## config.mk

```make
export PLATFORM = sky130hd
export DESIGN_NAME = overlay_ram_arbiter
export DESIGN_NICKNAME = d
export VERILOG_FILES = /design/src/rtl/overlay_ram_arbiter_pkg.sv /design/src/rtl/overlay_ram_arbiter_clear_seq.sv /design/src/rtl/overlay_ram_arbiter.sv
export SDC_FILE = /design/constraint.sdc
export NUM_CORES = 1
export LEC_CHECK = 0
export ABC_CLOCK_PERIOD_IN_PS = 7300
export CAP_MARGIN = 40
export CORE_ASPECT_RATIO = 1.75
export CORE_MARGIN = 3
export CORE_UTILIZATION = 44
export CTS_CLUSTER_DIAMETER = 150
export DETAILED_ROUTE_END_ITERATION = 6
export PLACE_DENSITY = 0.86
export SETUP_SLACK_MARGIN = 0.05
export SLEW_MARGIN = 25
export SYNTH_ARGS = -nofsm -noshare
export SYNTH_HDL_FRONTEND = slang
export SYNTH_SLANG_ARGS = --single-unit
```

## constraint.sdc

```tcl
create_clock -name clk_50mhz -period 7.3 [get_ports clk_50mhz]
set_input_delay 1.825 -clock clk_50mhz [delete_from_list [all_inputs] [get_ports clk_50mhz]]
set_output_delay 1.825 -clock clk_50mhz [all_outputs]
set_load 0.005 [all_outputs]
```

## src/rtl/overlay_ram_arbiter_pkg.sv

```systemverilog
// Shared register-map constants and state typedefs for the overlay RAM arbiter.
// Optional clear engine is selected with the OVERLAY_CLEAR_EN macro.
package overlay_ram_arbiter_pkg;

    localparam logic [31:0] BASE_OVERLAY_RAM   = 32'h2000_0000;
    localparam logic [31:0] OVL_CTRL_ADDR      = 32'h3000_0000;
    localparam int unsigned CTRL_CLR_START_BIT = 0;
    localparam int unsigned CTRL_ERR_BIT       = 1;

    typedef enum logic [1:0] {
        B_IDLE,
        B_PEND,
        B_RD
    } bus_state_e;

    typedef enum logic {
        C_IDLE,
        C_RUN
    } clr_state_e;

    // Upper 12 address bits select the 1 MiB overlay RAM window.
    function automatic logic is_ram_hit(input logic [31:0] addr);
        return {addr[31:20], 20'h0} == BASE_OVERLAY_RAM;
    endfunction

endpackage

```

## src/rtl/overlay_ram_arbiter_clear_seq.sv

```systemverilog
// Clear sequencer: walks every RAM word writing zero, only in cycles the arbiter marks free.
// Built only when OVERLAY_CLEAR_EN is defined.
module overlay_clear_seq
    import overlay_ram_arbiter_pkg::*;
#(
    parameter int unsigned AW = 13
) (
    input  logic          clk_i,
    input  logic          rst_i,
    input  logic          start_i,
    input  logic          free_i,
    output logic          busy_o,
    output logic          we_o,
    output logic [AW-1:0] addr_o
);

    clr_state_e    state_q, state_d;
    logic [AW-1:0] cnt_q, cnt_d;

    // Next state: start is ignored while running; counter advances only on free cycles.
    always_comb begin
        state_d = state_q;
        cnt_d   = cnt_q;
        case (state_q)
            C_IDLE: begin
                if (start_i) begin
                    state_d = C_RUN;
                    cnt_d   = '0;
                end
            end
            C_RUN: begin
                if (free_i) begin
                    cnt_d = cnt_q + 1'b1;
                    if (cnt_q == '1) begin
                        state_d = C_IDLE;
                    end
                end
            end
            default: state_d = C_IDLE;
        endcase
    end

    // State and word counter registers.
    always_ff @(posedge clk_i or posedge rst_i) begin
        if (rst_i) begin
            state_q <= C_IDLE;
            cnt_q   <= '0;
        end else begin
            state_q <= state_d;
            cnt_q   <= cnt_d;
        end
    end

    assign busy_o = (state_q == C_RUN);
    assign we_o   = busy_o;
    assign addr_o = cnt_q;

endmodule

```

## src/rtl/overlay_ram_arbiter.sv

```systemverilog
// Single-port overlay RAM arbiter: display fetch (priority) > CPU bus > optional clear engine.
// Optional clear engine is selected with the OVERLAY_CLEAR_EN macro.
module overlay_ram_arbiter
    import overlay_ram_arbiter_pkg::*;
#(
    parameter int unsigned AW = 13,
    parameter int unsigned DW = 32
) (
    input  logic          clk_50mhz,
    input  logic          rst,
    input  logic [31:0]   bus_addr,
    input  logic [31:0]   bus_wdata,
    input  logic          bus_ren,
    input  logic          bus_wen,
    output logic [31:0]   bus_rdata,
    output logic          bus_rvalid,
    output logic          bus_busy,
    input  logic          disp_req,
    input  logic [AW-1:0] disp_addr,
    output logic [DW-1:0] disp_rdata,
    output logic          disp_valid,
    output logic [AW-1:0] ram_addr,
    output logic          ram_we,
    output logic [DW-1:0] ram_din,
    input  logic [DW-1:0] ram_dout
);

    bus_state_e    state_q, state_d;
    logic [AW-1:0] addr_q, addr_d;
    logic [DW-1:0] wdata_q, wdata_d;
    logic          we_q, we_d;
    logic          err_q, err_d;
    logic [31:0]   rdata_q, rdata_d;
    logic          rvalid_q, rvalid_d;
    logic          disp_pipe_q, disp_pipe_d;
    logic          disp_valid_q, disp_valid_d;
    logic [DW-1:0] disp_rdata_q, disp_rdata_d;

    logic          strobe, ram_hit, ctrl_hit, busy, grant, ctrl_rd, ctrl_wr;
    logic          clr_busy, clr_we;
    logic [AW-1:0] clr_addr;

    assign strobe   = bus_ren | bus_wen;
    assign ram_hit  = is_ram_hit(bus_addr);
    assign ctrl_hit = (bus_addr == OVL_CTRL_ADDR);
    assign busy     = (state_q != B_IDLE);
    assign grant    = (state_q == B_PEND) && !disp_req;
    assign ctrl_rd  = strobe && !busy && ctrl_hit && !bus_wen;
    assign ctrl_wr  = strobe && !busy && ctrl_hit && bus_wen;

`ifdef OVERLAY_CLEAR_EN
    logic clr_free;
    assign clr_free = !disp_req && !grant;

    overlay_clear_seq #(
        .AW(AW)
    ) u_clear_seq (
        .clk_i  (clk_50mhz),
        .rst_i  (rst),
        .start_i(ctrl_wr && bus_wdata[CTRL_CLR_START_BIT]),
        .free_i (clr_free),
        .busy_o (clr_busy),
        .we_o   (clr_we),
        .addr_o (clr_addr)
    );
`else
    assign clr_busy = 1'b0;
    assign clr_we   = 1'b0;
    assign clr_addr = '0;
`endif

    // RAM port mux; display is routed combinationally so its fetch is never delayed.
    always_comb begin
        ram_addr = addr_q;
        ram_we   = 1'b0;
        ram_din  = wdata_q;
        if (disp_req) begin
            ram_addr = disp_addr;
        end else if (grant) begin
            ram_we = we_q;
        end else if (clr_we) begin
            ram_addr = clr_addr;
            ram_we   = 1'b1;
            ram_din  = '0;
        end
    end

    // Bus FSM next state, CTRL register access and read-return data.
    always_comb begin
        state_d  = state_q;
        addr_d   = addr_q;
        wdata_d  = wdata_q;
        we_d     = we_q;
        err_d    = err_q;
        rdata_d  = rdata_q;
        rvalid_d = 1'b0;
        case (state_q)
            B_IDLE: begin
                if (strobe && ram_hit) begin
                    state_d = B_PEND;
                    addr_d  = bus_addr[AW+1:2];
                    wdata_d = bus_wdata;
                    we_d    = bus_wen;
                end else if (ctrl_rd) begin
                    rvalid_d = 1'b1;
                    rdata_d  = {30'b0, err_q, clr_busy};
                end else if (ctrl_wr && bus_wdata[CTRL_ERR_BIT]) begin
                    err_d = 1'b0;
                end
            end
            B_PEND: begin
                if (!disp_req) begin
                    state_d = we_q ? B_IDLE : B_RD;
                end
            end
            B_RD: begin
                state_d  = B_IDLE;
                rdata_d  = ram_dout;
                rvalid_d = 1'b1;
            end
            default: state_d = B_IDLE;
        endcase
        if (strobe && busy) begin
            err_d = 1'b1;
        end
    end

    // Display return pipeline: RAM data arrives one cycle after the request, then is registered.
    always_comb begin
        disp_pipe_d  = disp_req;
        disp_valid_d = disp_pipe_q;
        disp_rdata_d = disp_pipe_q ? ram_dout : disp_rdata_q;
    end

    // All arbiter state registers.
    always_ff @(posedge clk_50mhz or posedge rst) begin
        if (rst) begin
            state_q      <= B_IDLE;
            addr_q       <= '0;
            wdata_q      <= '0;
            we_q         <= 1'b0;
            err_q        <= 1'b0;
            rdata_q      <= '0;
            rvalid_q     <= 1'b0;
            disp_pipe_q  <= 1'b0;
            disp_valid_q <= 1'b0;
            disp_rdata_q <= '0;
        end else begin
            state_q      <= state_d;
            addr_q       <= addr_d;
            wdata_q      <= wdata_d;
            we_q         <= we_d;
            err_q        <= err_d;
            rdata_q      <= rdata_d;
            rvalid_q     <= rvalid_d;
            disp_pipe_q  <= disp_pipe_d;
            disp_valid_q <= disp_valid_d;
            disp_rdata_q <= disp_rdata_d;
        end
    end

    assign bus_rdata  = rdata_q;
    assign bus_rvalid = rvalid_q;
    assign bus_busy   = busy;
    assign disp_rdata = disp_rdata_q;
    assign disp_valid = disp_valid_q;

endmodule

```

==> flow_metrics.env, run 1 <==
export IMPL_diodes=0
export IMPL_final_core_util=0.745
export IMPL_crit_path_cell_trace="clkdlybuf4s50_1 > mux2_2 > clkdlybuf4s50_1"
export IMPL_power_leakage_nw=3.50
export IMPL_io_buffers=226
export IMPL_dr_pass1_iters=4
export IMPL_yosys_warnings=0
export IMPL_timing_slew_headroom=0.497
export IMPL_tightest_slew_ns=0.752
export IMPL_nFillCells=654
export IMPL_clock_sinks=116
export IMPL_via_count=3461
export IMPL_synth_area_leaders="dfrtp_1, mux2_2, mux2_4, a22o_1, buf_6"
export IMPL_cp_common_cell="clkdlybuf4s50_1"
export IMPL_peakVddDrop_mv=0.176
export IMPL_synth_seq_cells=116
export IMPL_setup_ws_ns=1.82
export IMPL_grt_max_degree=66
export IMPL_status="finished clean"
export IMPL_cts_resized=0
export IMPL_clk_pin_slew_ns=0.05
export IMPL_drtIter0Drc=93
export IMPL_area_growth_pct=64.3
export IMPL_antenna_found_initial=0
export IMPL_async_reset_ff_frac=1.00
export IMPL_cts_htree_levels=4
export IMPL_slew_violations=0
export IMPL_whs_ns=0.495
export IMPL_routed_wl_um=13800
export IMPL_die_w_um=84.1
export IMPL_syn_area_um2=4700
export IMPL_cp_start_kind="primary input"
export IMPL_ant_nets=0
export IMPL_rsz0062_at_grt="false"
export IMPL_layout_drive_gt1_share=0.265
export IMPL_cts_buffers=17
export IMPL_hold_viol=0
export IMPL_grt_pass1_vias=3909
export IMPL_crit_arrival_ns=3.65
export IMPL_cts_tree="done"
export IMPL_fin_crit_ns=5.48
export IMPL_setup_tns_ns=0
export IMPL_clock_skew_ns=0.0132
export IMPL_path_delay_family="buffers and inverters"
export IMPL_synth_top_area_cell="dfrtp_1"
export IMPL_fin_crit_sh=0.750
export IMPL_synth_common_cells="dfrtp_1, mux2_2, a22o_1, mux2_4"
export IMPL_yosysMostFrequentCell="dfrtp_1"
export IMPL_avgSynthCellArea_um2=16.2
export IMPL_syn_inst=290
export IMPL_routedWlPerCell_um=20.9
export IMPL_insertion_delay_ns=0.40
export IMPL_grtUsageTotal=0.234
export IMPL_die_h_um=143
export IMPL_synth_main_ff_cell="dfrtp_1"
export IMPL_finalSetupViolations=0
export IMPL_core_area_um2=10400
export IMPL_critical_path_buf_inv_count=2
export IMPL_critical_path_max_fanout=17
export IMPL_clk_path_buf_depth=2
export IMPL_yosysUniqueCellTypes=31
export IMPL_hold_buffers=0
export IMPL_synth_top_area_share=0.618
export IMPL_p_per_area_nw_per_um2=226
export IMPL_crit_path_end_kind="output pin"
export IMPL_drc_errors=0
export IMPL_ys_seq_area_frac=0.618
export IMPL_rows=49
export IMPL_dpl_hpwl_um=9950
export IMPL_post_cts_buffers=0
export IMPL_die_area_um2=12000
export IMPL_critical_path_max_stage_delay_ns=0.96
export IMPL_overflow=0
export IMPL_path_class="primary input to output pin"
export IMPL_start_util=0.453
export IMPL_min_path_type="register to register"
export IMPL_viasPerCell=5.22
export IMPL_grt_pass1_wl_um=21600
export IMPL_fmax_mhz=183
export IMPL_place_gp_congestion=0.807
export IMPL_syn_num_nets=404
export IMPL_cap_viol_max_count=0
export IMPL_cp_required_ns=5.48
export IMPL_cts_root_buf="clkbuf_16"
export IMPL_dp_slack_ns=1.83
export IMPL_synth_edf_count=0
export IMPL_cp_slowest_cell="clkdlybuf4s50_1"
export IMPL_io_pin_count=227
export IMPL_fin_nets=637
[power breakdown]
part	switching [mW]	internal [mW]	total, mW
logic	0.0554	0.119	0.174
registers	0.0116	0.665	0.677
clock network	0.291	0.605	0.897
total	0.358	1.39	1.75
[registers in the layout, summed over array words and instances (netlist names)]
register	cells
we_q	1
disp_rdata	32
state_q	2
err_q	1
wdata_q	32
bus_rvalid	1
disp_pipe_q	1
bus_rdata	32
addr_q	13
disp_valid	1
[final cells by class]
| cell class | instances | area, µm² | share of cell area |
|---|---|---|---|
| sequential | 116 | 2900 | 0.376 |
| multi-input combinational | 153 | 1660 | 0.216 |
| timing repair buffer | 232 | 2340 | 0.303 |
| inverter | 3 | 13.8 | 0.00178 |
| clock buffer | 19 | 433 | 0.0561 |
| clock inverter | 13 | 206 | 0.0267 |
| tap | 127 | 159 | 0.0206 |
[cells by family (layout without fill, tap and decap cells)]
logic type,after synthesis,in the layout,share of synthesized area
AOI/OAI and AO/OA,36,36,0.0711
DFF,116,116,0.618
muxes,91,91,0.241
and+or+nand+nor,26,26,0.0413
buffers and inverters,21,267,0.0282
[metrics by stage]
step                area [µm²]  power (mW)  std cells
floorplan                 4700       0.732        290
global placement          7030       0.854        629
detailed placement        7060       0.860        630
CTS                       7700        1.76        662
global route              7720        1.81        663
finish                    7720        1.75        663
[worst paths after layout]
kind | startpoint | end | slack (ns) | cells past startpoint
worst max register to register | state_q[1] | bus_rdata[31] | 5.15 | 5
max in group asynchronous | rst | state_q[1] | 4.32 | 4
worst max-delay path | disp_req | ram_addr[2] | 1.82 | 3
worst min register to register | bus_rdata[14] | bus_rdata[14] | 0.49 | 1
worst min-delay path | bus_rdata[14] | bus_rdata[14] | 0.49 | 1
min in group asynchronous | rst | disp_rdata[15] | 1.88 | 2
[routing by layer]
layer / GRT usage / wire length, µm / up-vias
li1: - / - / 1535
met1: 0.249 / 5020 / 1752
met2: 0.424 / 7710 / 146
met5: 0 / 0 / -
met4: 0.105 / 421 / 0
met3: 0.0676 / 682 / 28
[layout by cell type, fill, tap and decap left out, types with 2 or more instances in the layout]
cell,Yosys,final
inv_1,3,2
or2_2,2,2
a22o_2,2,2
clkbuf_16,0,17
clkinv_4,0,2
mux2_4,29,29
clkbuf_1,7,2
nor3b_1,3,3
or4_4,2,2
dfrtp_1,116,116
nor4_1,5,5
clkinv_2,0,3
bufinv_16,0,5
a22o_1,29,29
buf_4,0,4
clkinvlp_4,0,2
a41oi_1,2,2
mux2_2,62,62
clkdlybuf4s50_1,0,226
No activity file was read; power rests on OpenSTA's default activity.
==> run 2: changes to the inputs <==
Settings changed: ABC_CLOCK_PERIOD_IN_PS 7300 to 5650, CORE_UTILIZATION 44 to 41, PLACE_DENSITY 0.86 to 0.81.
Clock period 7.3 ns to 5.65 ns, I/O delays scaled along.
==> flow_metrics.env, run 2 (synthesis results as in run 1) <==
export IMPL_status="finished clean"
export IMPL_layout_common_cells="clkdlybuf4s50_1, dfrtp_1, mux2_2"
export IMPL_die_area_um2=12800
export IMPL_critical_path_max_stage_delay_ns=0.97
export IMPL_cts_buffers=17
export IMPL_final_common_cell="clkdlybuf4s50_1"
export IMPL_layout_drive_gt1_share=0.267
export IMPL_setup_tns_ns=0
export IMPL_timing_rr_start="state_q[1]"
export IMPL_routedWlPerCell_um=20.2
export IMPL_whs_ns=0.497
export IMPL_crit_path_end_kind="output pin"
export IMPL_rows=51
export IMPL_insertion_delay_ns=0.40
export IMPL_fin_crit_sh=0.830
export IMPL_overflow=0
export IMPL_clock_skew_ns=0.00911
export IMPL_drtIter0Drc=77
export IMPL_hold_buffers=0
export IMPL_area_growth_pct=62.7
export IMPL_cp_required_ns=4.24
export IMPL_clk_pin_slew_ns=0.05
export IMPL_dr_pass1_iters=5
export IMPL_peakVddDrop_mv=0.213
export IMPL_fin_nets=637
export IMPL_power_mw=2.07
export IMPL_viasPerCell=5.06
export IMPL_timing_slew_headroom=0.475
export IMPL_place_inst=636
export IMPL_power_leakage_nw=3.46
export IMPL_antenna_found_initial=0
export IMPL_dpl_hpwl_um=10000
export IMPL_diodes=0
export IMPL_crit_arrival_ns=3.28
export IMPL_hold_viol=0
export IMPL_cts_resized=0
export IMPL_cts_tree="done"
export IMPL_cp_start_kind="primary input"
export IMPL_crit_start="disp_req"
export IMPL_seq_area_um2=2900
export IMPL_io_buffers=226
export IMPL_multi_input_area_um2=1670
export IMPL_instances_no_fill=668
export IMPL_cp_common_cell="clkdlybuf4s50_1"
export IMPL_hold_start="we_q"
export IMPL_fmax_mhz=213
export IMPL_clock_sinks=116
export IMPL_die_h_um=148
export IMPL_grt_pass1_wl_um=21000
export IMPL_place_gp_congestion=0.842
export IMPL_grt_max_degree=41
export IMPL_path_class="primary input to output pin"
export IMPL_routed_wl_um=13500
export IMPL_tightest_slew_ns=0.784
export IMPL_cap_viol_max_count=0
export IMPL_min_path_type="register to register"
export IMPL_grt_pass1_vias=3888
export IMPL_critical_path_max_fanout=17
export IMPL_nFillCells=769
export IMPL_finalSetupViolations=0
export IMPL_start_util=0.421
export IMPL_ant_nets=0
export IMPL_final_core_util=0.684
export IMPL_cts_root_buf="clkbuf_16"
export IMPL_fin_crit_ns=4.69
export IMPL_cp_slowest_cell="clkdlybuf4s50_1"
export IMPL_crit_path_cell_trace="clkdlybuf4s50_1 > mux2_2 > clkdlybuf4s50_1"
export IMPL_cts_htree_levels=4
export IMPL_io_pin_count=227
export IMPL_die_w_um=86.9
export IMPL_via_count=3379
export IMPL_clk_path_buf_depth=2
export IMPL_post_cts_buffers=0
export IMPL_drc_errors=0
export IMPL_rsz0062_at_grt="false"
export IMPL_grtUsageTotal=0.214
export IMPL_core_area_um2=11200
export IMPL_slew_violations=0
export IMPL_p_per_area_nw_per_um2=271
[run 2: cell types whose count changed in the layout (fill, tap and decap cells not counted)]
| cell | previous run | this run |
|---|---|---|
| buf_12 | 1 | 0 |
| buf_16 | 1 | 2 |
| bufinv_16 | 5 | 1 |
| clkbuf_1 | 2 | 1 |
| clkinv_2 | 3 | 7 |
| clkinvlp_4 | 2 | 3 |
| nor2b_2 | 1 | 0 |
| nor2b_4 | 0 | 1 |
[run 2: final timing paths]
path                          endpoint  slack [ns]  depth (start not counted)
max in group asynchronous  wdata_q[25]        3.36                          3
hold reg to reg             state_q[1]        0.50                          1
hold / removal              state_q[1]        0.50                          1
min in group asynchronous  wdata_q[18]        1.39                          2
setup / recovery           ram_addr[1]        0.96                          3
setup reg to reg           wdata_q[14]        3.34                          5
[run 2: power by group]
| part | internal (mW) | switching (mW) | leakage [nW] |
|---|---|---|---|
| clock | 0.600 | 0.377 | 0.265 |
| sequential | 0.859 | 0.0144 | 1.54 |
| combinational | 0.152 | 0.0692 | 1.66 |
[run 2: cell type report]
cell class | count | share of cell area
inverter | 3 | 0.00180
sequential | 116 | 0.380
tap | 132 | 0.0216
clock buffer | 18 | 0.0562
multi-input combinational | 153 | 0.218
timing repair buffer | 232 | 0.307
clock inverter | 14 | 0.0149
[run 2: per-stage QoR]
step,cell area (µm²),setup slack (ns)
after global routing,7640,0.930
after floorplan,4700,1.17
after CTS,7640,0.968
final,7640,0.958
after global placement,7040,1.03
after detailed placement,7100,0.956
[run 2: layer usage]
layer	track usage	wire length [µm]	part of all wire
met1	0.237	4810	0.36
met5	0	0	0
met2	0.380	7460	0.55
met3	0.0485	748	0.055
met4	0.0998	483	0.036
[run 2: critical path: cells and delay by family]
kind | cells | cell delay (ns)
multiplexers | 1 | 0.42
buffers and inverters | 2 | 1.43
==> run 3: changes to the inputs <==
Settings changed: ABC_CLOCK_PERIOD_IN_PS 5650 to 4700.
Clock period 5.65 ns to 4.7 ns, I/O delays scaled along.
==> flow_metrics.env, run 3 (synthesis results as in run 1) <==
export IMPL_status="finished clean"
export IMPL_routed_wl_um=13700
export IMPL_diodes=0
export IMPL_cts_buffers=17
export IMPL_io_buffers=226
export IMPL_nFillCells=764
export IMPL_use_met1=0.241
export IMPL_clock_skew_ns=0.0120
export IMPL_die_area_um2=12800
export IMPL_clk_pin_slew_ns=0.05
export IMPL_crit_arrival_ns=3.00
export IMPL_comb_power_share=0.102
export IMPL_cts_htree_levels=4
export IMPL_cp_start_kind="primary input"
export IMPL_area_growth_pct=65.2
export IMPL_io_pin_count=227
export IMPL_drtIter0Drc=99
export IMPL_fin_nets=639
export IMPL_peakVddDrop_mv=0.287
export IMPL_hold_viol=0
export IMPL_cts_root_buf="clkbuf_16"
export IMPL_overflow=0
export IMPL_min_path_type="register to register"
export IMPL_fmax_mhz=240
export IMPL_critical_path_max_fanout=16
export IMPL_fin_crit_sh=0.887
export IMPL_timing_slew_headroom=0.502
export IMPL_use_met2=0.388
export IMPL_seq_area_um2=2900
export IMPL_insertion_delay_ns=0.40
export IMPL_cts_resized=0
export IMPL_place_area_um2=7150
export IMPL_grtUsageTotal=0.219
export IMPL_setup_tns_ns=0
export IMPL_cts_tree="done"
export IMPL_dpl_hpwl_um=10000
export IMPL_place_gp_congestion=0.832
export IMPL_die_h_um=148
export IMPL_ant_nets=0
export IMPL_rows=51
export IMPL_die_w_um=86.9
export IMPL_post_cts_buffers=0
export IMPL_cp_required_ns=3.52
export IMPL_top_usage_layer="met2"
export IMPL_final_cell_area_um2=7760
export IMPL_path_class="primary input to output pin"
export IMPL_multi_input_area_um2=1670
export IMPL_cap_viol_max_count=0
export IMPL_clk_path_buf_depth=2
export IMPL_drc_errors=0
export IMPL_p_clk_frac=0.501
export IMPL_final_common_cell="clkdlybuf4s50_1"
export IMPL_whs_path_depth=1
export IMPL_hold_buffers=0
export IMPL_via_count=3418
export IMPL_clock_sinks=116
export IMPL_layout_common_cells="clkdlybuf4s50_1, dfrtp_1, mux2_2"
export IMPL_routedWlPerCell_um=20.4
export IMPL_reg2regPathDepth=5
export IMPL_finalSetupViolations=0
export IMPL_grt_pass1_vias=3913
export IMPL_rsz0062_at_grt="false"
export IMPL_fin_crit_ns=4.17
export IMPL_dr_pass1_iters=4
export IMPL_power_internal_mw=2.07
export IMPL_power_leakage_nw=3.51
export IMPL_netSwitchingPower_uw=576
export IMPL_slew_violations=0
export IMPL_antenna_found_initial=0
export IMPL_sw_frac_of_total=0.218
export IMPL_grt_met3_usage=0.0608
export IMPL_core_area_um2=11200
export IMPL_whs_ns=0.497
export IMPL_viasPerCell=5.10
export IMPL_grt_pass1_wl_um=21400
export IMPL_pwr_share_seq=0.397
export IMPL_p_per_area_nw_per_um2=341
export IMPL_layout_drive_gt1_share=0.270
export IMPL_crit_path_end_kind="output pin"
export IMPL_start_util=0.421
export IMPL_grt_max_degree=50
export IMPL_tightest_slew_ns=0.744
==> run 3: cell types whose count changed in the layout (fill, tap and decap cells not counted) <==
cell,previous run,this run
buf_16,2,3
clkinv_2,7,0
bufinv_16,1,3
clkinvlp_4,3,4
buf_12,0,1
inv_6,1,3
clkbuf_8,0,1
clkinv_4,2,3
==> run 3: worst max-delay path, stage by stage <==
cell and delay (ns):
clkdlybuf4s50_1 0.95, mux2_2 0.41, clkdlybuf4s50_1 0.46
==> run 3: path summary, 6_finish.rpt <==
kind                            startpoint  slack, ns              to
max in group asynchronous              rst       2.66  disp_rdata[24]
worst max register to register  state_q[0]       2.65   bus_rdata[31]
min in group asynchronous              rst       1.10      wdata_q[0]
worst min-delay path                  we_q       0.50      state_q[1]
worst min register to register        we_q       0.50      state_q[1]
worst max-delay path              disp_req       0.53     ram_addr[3]
==> run 3: power groups by stage <==
stage	Clock, mW	Sequential (mW)	Combinational [mW]
global route	1.40	1.06	0.289
floorplan	0	1.07	0.0682
CTS	1.35	1.05	0.275
finish	1.33	1.05	0.271
global placement	0	1.07	0.262
detailed placement	0	1.07	0.272
==> run 3: per-layer routing <==
metal / wire length (µm) / part of all wire
met1: 4910 / 0.36
met4: 394 / 0.029
met3: 797 / 0.058
met5: 0 / 0
met2: 7560 / 0.55
==> run 3: cell type report <==
cell class | count | share of cell area
flip-flops and latches | 116 | 0.374
repair buffers | 234 | 0.309
multi-input cells | 153 | 0.215
clock buffers | 19 | 0.0571
clock inverters | 13 | 0.0222
well taps | 132 | 0.0213
inverters | 3 | 0.00177
==> run 3: per-stage QoR <==
step / setup WS, ns / power (mW) / utilization / instances
detailed placement: 0.530 / 1.34 / 0.640 / 638
CTS: 0.529 / 2.67 / 0.695 / 670
finish: 0.530 / 2.65 / 0.695 / 670
floorplan: 0.453 / 1.14 / - / 290
global placement: 0.575 / 1.33 / 0.632 / 635
global route: 0.448 / 2.74 / 0.695 / 670
